File: src/rtl/memory_arbiter_pkg.sv
// memory_arbiter_pkg: shared types and byte-merge helper for the memory port arbiter
package memory_arbiter_pkg;
  typedef enum logic {ISSUE, RMW_WRITE} state_t;
  typedef enum logic [1:0] {OWNER_NONE, OWNER_FETCH, OWNER_DATA} owner_t;
  typedef enum logic {REQ_FETCH, REQ_DATA} req_t;
  localparam logic [3:0] FULL_WORD_MASK = 4'hF;
  function automatic logic [31:0] merge_bytes(input logic [3:0] mask, input logic [31:0] wr_word, input logic [31:0] old_word);
    logic [31:0] w;
    for (int i = 0; i < 4; i++) w[8*i+:8] = mask[i] ? wr_word[8*i+:8] : old_word[8*i+:8];
    return w;
  endfunction
endpackage

File: src/rtl/memory_rr_arbiter_2.sv
// memory_rr_arbiter_2: two-requester round-robin arbiter with last_grant register
module memory_rr_arbiter_2
  import memory_arbiter_pkg::*;
(
  input  logic clk,
  input  logic rst_n,
  input  logic enable,
  input  logic req_fetch,
  input  logic req_data,
  input  logic advance,
  output logic grant_fetch,
  output logic grant_data
);
  req_t last_grant;
  always_comb begin
    grant_fetch = enable && req_fetch && (!req_data || last_grant == REQ_DATA);
    grant_data  = enable && req_data && (!req_fetch || last_grant == REQ_FETCH);
  end
  always_ff @(posedge clk or negedge rst_n)
    if (!rst_n) last_grant <= REQ_DATA;
    else if (advance) last_grant <= grant_data ? REQ_DATA : REQ_FETCH;
endmodule

File: src/rtl/memory_port_arbiter.sv
// memory_port_arbiter: round-robin share of memory port A between fetch and load/store, with RMW for partial stores
module memory_port_arbiter
  import memory_arbiter_pkg::*;
#(
  parameter int ADDR_WIDTH = 12
) (
  input  logic        clk,
  input  logic        rst_n,
  input  logic        fetch_request_valid,
  output logic        fetch_request_ready,
  input  logic [31:0] fetch_address,
  output logic        fetch_response_valid,
  output logic [31:0] fetch_response_data,
  input  logic        data_request_valid,
  output logic        data_request_ready,
  input  logic        data_write_enable,
  input  logic [3:0]  data_byte_enable,
  input  logic [31:0] data_address,
  input  logic [31:0] data_write_data,
  output logic        data_response_valid,
  output logic [31:0] data_response_data,
  output logic        memory_write_enable,
  output logic [31:0] memory_access_address,
  output logic [31:0] memory_write_data,
  input  logic [31:0] memory_read_data
);
  state_t state;
  owner_t owner;
  logic [ADDR_WIDTH-1:0] hold_addr;
  logic [31:0] hold_data;
  logic [3:0] hold_mask;
  logic grant_fetch, grant_data, full_store, partial_store;
  logic [ADDR_WIDTH-1:0] addr;
  logic unused_addr_bits;
  memory_rr_arbiter_2 u_arb (
    .clk         (clk),
    .rst_n       (rst_n),
    .enable      (rst_n && state == ISSUE),
    .req_fetch   (fetch_request_valid),
    .req_data    (data_request_valid),
    .advance     (grant_fetch || grant_data),
    .grant_fetch (grant_fetch),
    .grant_data  (grant_data)
  );
  always_comb begin
    full_store            = grant_data && data_write_enable && data_byte_enable == FULL_WORD_MASK;
    partial_store         = grant_data && data_write_enable && data_byte_enable != 4'h0 && !full_store;
    fetch_request_ready   = grant_fetch;
    data_request_ready    = grant_data;
    addr                  = state == RMW_WRITE ? hold_addr :
                            grant_fetch ? fetch_address[ADDR_WIDTH-1:0] :
                            grant_data ? data_address[ADDR_WIDTH-1:0] : '0;
    memory_access_address = 32'(addr);
    memory_write_enable   = state == RMW_WRITE || full_store;
    memory_write_data     = state == RMW_WRITE ? merge_bytes(hold_mask, hold_data, memory_read_data) :
                            full_store ? data_write_data : '0;
    fetch_response_valid  = owner == OWNER_FETCH;
    data_response_valid   = owner == OWNER_DATA;
    fetch_response_data   = rst_n ? memory_read_data : '0;
    data_response_data    = rst_n ? memory_read_data : '0;
    unused_addr_bits      = ^{fetch_address[31:ADDR_WIDTH], data_address[31:ADDR_WIDTH]};
  end
  always_ff @(posedge clk or negedge rst_n)
    if (!rst_n) begin
      state     <= ISSUE;
      owner     <= OWNER_NONE;
      hold_addr <= '0;
      hold_data <= '0;
      hold_mask <= '0;
    end else begin
      state <= partial_store ? RMW_WRITE : ISSUE;
      owner <= (state == RMW_WRITE || (grant_data && !partial_store)) ? OWNER_DATA :
               grant_fetch ? OWNER_FETCH : OWNER_NONE;
      if (partial_store) begin
        hold_addr <= data_address[ADDR_WIDTH-1:0];
        hold_data <= data_write_data;
        hold_mask <= data_byte_enable;
      end
    end
endmodule

File: config.mk
export PLATFORM = sky130hd
export DESIGN_NAME = memory_port_arbiter
export DESIGN_NICKNAME = d
export VERILOG_FILES = /design/src/rtl/memory_arbiter_pkg.sv /design/src/rtl/memory_rr_arbiter_2.sv /design/src/rtl/memory_port_arbiter.sv
export SDC_FILE = /design/constraint.sdc
export NUM_CORES = 1
export LEC_CHECK = 0
export CORE_AREA = 2 2 105 107
export CTS_BUF_LIST = sky130_fd_sc_hd__clkbuf_16
export DETAILED_ROUTE_END_ITERATION = 8
export DIE_AREA = 0 0 107 109
export HOLD_SLACK_MARGIN = 0.05
export PLACE_DENSITY = 0.86
export SYNTH_ARGS = -nofsm -noshare
export SYNTH_HDL_FRONTEND = slang
export SYNTH_SLANG_ARGS = --single-unit
File: constraint.sdc
create_clock -name clk -period 2.2 [get_ports clk]
set_clock_uncertainty 0.15 [all_clocks]
set_input_delay 0.33 -clock clk [delete_from_list [all_inputs] [get_ports clk]]
set_output_delay 0.33 -clock clk [all_outputs]
set_load 0.01 [all_outputs]
==> metrics.txt <==
Global Route Usage Sum=0.181; area post-placement=5580 µm²; Yosys Warn Count=0; clock tree from TritonCTS=done; CP max stage delay=0.42 ns; flip-flop and latch count after synthesis=52; final critical-path required period=2.26 ns; worst-case setup margin in the final layout=-0.0627 ns; CTS H-tree depth=2; number of nets in the layout=656; Setup-failing EPs final=22; internal power consumption=0.00285 W; failing checks=negative setup slack; highest achievable clock rate=442 MHz; top-level I/O count=270; Util after Layout=0.561; starting density of the core=0.331; Worst R2R Path Depth=7; # Max-Cap Violations=0; share of total power in combinational logic=0.337; most used cell, CP=sky130_fd_sc_hd__buf_6; clock insertion delay at the later pin of the skew report=0.29 ns; Switching Fraction=0.255; weighted congestion reported at the end of routability-driven placement=0.783; cell leakage power=2.70 nW; DRC errors left=0; per-cell via count in the routed design=4.77; clock group share of total power=0.292; number of standard cells after synthesis=313; Crit. End Element=output port; layout overhead on the synthesized area=69.8%; type of the worst setup path=flip-flop to output port; floorplan die width=107 µm; Hold/Removal Path Class=input pin to asynchronous set/reset pin; first-iteration detailed-routing DRC count=144; number of antenna violations at the first check in global routing=0; Power Total=0.00383 W; fillcell total=904; Total Die Area=11,700 µm²; sequential fraction of the synthesis area=0.372; mean routed wirelength per cell=16.8 µm; remaining global-route overflow=0; count of input and output buffers=209; clock buffer count from CTS=5; fraction of final layout cells with drive strength greater than 1=0.360; Worst-path clk slew=0.07 ns; cell area power density=643 nW/µm²; VDD IR-drop max=352 µV; root buffer cell=sky130_fd_sc_hd__clkbuf_16; Final Cycle Share=1.03; height of the die=109 µm; final number of max-transition violations=0; highest-delay cell along the critical path=sky130_fd_sc_hd__dfrtp_2; status=finished with violations; Site Rows=38; Crit path required time=1.72 ns; final cell area excluding filler cells=5950 µm²; Net Sw Power=0.000977 W; worst setup timing slack at the placement stage=-0.535 ns; Synth Area per Inst=11.2 µm²; critical-path maximum fanout=4; CP cell instances=buf_6 > nand3b_1 > a21oi_2 > buf_6 > buf_12 > buf_6 > a222oi_1 > inv_1 > buf_2; register-to-register setup slack=0.10 ns; number of unique standard cell types used by synthesis=26; router iterations before antenna repair=6; maximum number of pins on one net before global-route repair=30; Hold WS=0.111 ns; most common cell after layout, fill and taps aside=sky130_fd_sc_hd__clkdlybuf4s50_1; Reg power frac=0.371; crit-path leading delay family=buffers and inverters; half-perimeter wire length after detailed placement=7.84 mm; via count of the routed design=3,151; RSZ-0062 raised after global routing=yes; number of endpoints with negative hold slack in the final report=0; global-route wire length before repair=16.8 mm; worst r2r src=state$_DFF_PN0_; ANT cells=0; total clock sinks=52; count of antenna-violating nets left after detailed routing=0; vias in the first global route=3,363; endpoint of the worst-slack reg-to-reg timing path=hold_mask[0]$_DFFE_PN0P_; endpoint arrival time on the critical path=1.78 ns; post-synthesis cell area=3510 µm²; commonest non-fill, non-tap cells in the layout=sky130_fd_sc_hd__clkdlybuf4s50_1 (155), sky130_fd_sc_hd__mux2_2 (64), sky130_fd_sc_hd__dfrtp_1 (50); total core area=10,600 µm²; worst-case clock buffer depth=2; worst path bufs/invs=6; Final Routed Wirelength=11.1 mm; category of the worst setup path launch point=flip-flop
## worst max path at each step
stage | from | endpoint | depth (start not counted)
floorplan | state$_DFF_PN0_ | memory_write_data[10] | 6
global placement | data_request_valid | memory_write_data[8] | 7
detailed placement | data_request_valid | memory_write_data[24] | 7
CTS | state$_DFF_PN0_ | memory_write_data[22] | 8
global route | state$_DFF_PN0_ | memory_access_address[8] | 9
finish | state$_DFF_PN0_ | memory_access_address[8] | 9
## per-layer routing
metal	GRT usage	vias up	part of all wire
li1	-	1471	-
met1	0.204	1540	0.39
met2	0.353	130	0.53
met3	0.0341	10	0.058
met4	0.0417	0	0.014
met5	0	-	0
## registers in the layout, summed over array words and instances, names as in the netlist
name	cells
hold_addr	12
hold_data	32
hold_mask	4
owner	2
state	1
u_arb.last_grant	1
## cell type report
type / count / area, µm² / area share
Clock buffer: 5 / 125 / 0.0210
Clock inverter: 3 / 90.1 / 0.0151
Inverter: 13 / 48.8 / 0.00820
Multi-Input combinational cell: 192 / 1770 / 0.298
Sequential cell: 52 / 1300 / 0.219
Tap cell: 140 / 175 / 0.0294
Timing Repair Buffer: 255 / 2440 / 0.410
## tightest hold or removal path: stages
cell and delay (ns):
sky130_fd_sc_hd__buf_4 0.08, sky130_fd_sc_hd__buf_4 0.12, sky130_fd_sc_hd__buf_12 0.16
## logic make-up (layout without fill, tap and decap cells)
family | after synthesis | after routing | synth area share
buf+inv | 88 | 276 | 0.157
mux | 80 | 80 | 0.267
flops | 52 | 52 | 0.372
compound gates | 50 | 50 | 0.126
simple gates | 42 | 42 | 0.0785
other cells | 1 | 20 | 0.00107
## power groups by stage
stage                     sequential [W]  combinational [W]  clock (W)
after floorplan                  0.00132           0.000822          0
after detailed placement         0.00143            0.00126          0
after global placement           0.00141            0.00123          0
after CTS                        0.00142            0.00127    0.00115
final                            0.00142            0.00129    0.00112
after global routing             0.00146            0.00139    0.00119
## per-stage QoR
step,std cells,setup TNS (ns)
6_report,660,-0.848
5_1_grt,660,-4.18
4_1_cts,661,-2.04
3_5_place_dp,631,-30.50
3_3_place_gp,631,-26.94
2_1_floorplan,332,0
## synthesized netlist by cell type
library cell               instances  area, µm²
sky130_fd_sc_hd__nand2_1           1       3.75
sky130_fd_sc_hd__dfrtp_1          51       1280
sky130_fd_sc_hd__and3_1            1       6.26
sky130_fd_sc_hd__and4_1            1       8.76
sky130_fd_sc_hd__a21oi_1           3       15.0
sky130_fd_sc_hd__inv_1            13       48.8
sky130_fd_sc_hd__buf_2             7       35.0
sky130_fd_sc_hd__mux2_4            9        135
sky130_fd_sc_hd__clkbuf_1         10       37.5
sky130_fd_sc_hd__buf_4            52        390
sky130_fd_sc_hd__o21ai_0           1       5.00
sky130_fd_sc_hd__dfstp_2           1       26.3
sky130_fd_sc_hd__nor2b_1           2       12.5
sky130_fd_sc_hd__a222oi_1         12        120
sky130_fd_sc_hd__nand3b_2          1       11.3
sky130_fd_sc_hd__nand3b_1          2       15.0
sky130_fd_sc_hd__or2_2             1       6.26
sky130_fd_sc_hd__conb_1            1       3.75
sky130_fd_sc_hd__and2_1           32        200
sky130_fd_sc_hd__mux2_2           71        800
sky130_fd_sc_hd__buf_1             4       15.0
sky130_fd_sc_hd__buf_6             2       22.5
sky130_fd_sc_hd__a21o_1            1       7.51
sky130_fd_sc_hd__a22o_1           32        280
sky130_fd_sc_hd__or4_4             1       11.3
sky130_fd_sc_hd__a211oi_2          1       12.5
## repair_timing
item	4_1_cts	5_1_grt
gates cloned	3	3
pin swaps	24	7
gates resized for setup	206	16
endpoints found under the hold margin	38	0
hold buffers	2	0
endpoints found under the setup margin	47	93
buffers inserted	17	2
Note: power is estimated with default switching activity, not from simulation.
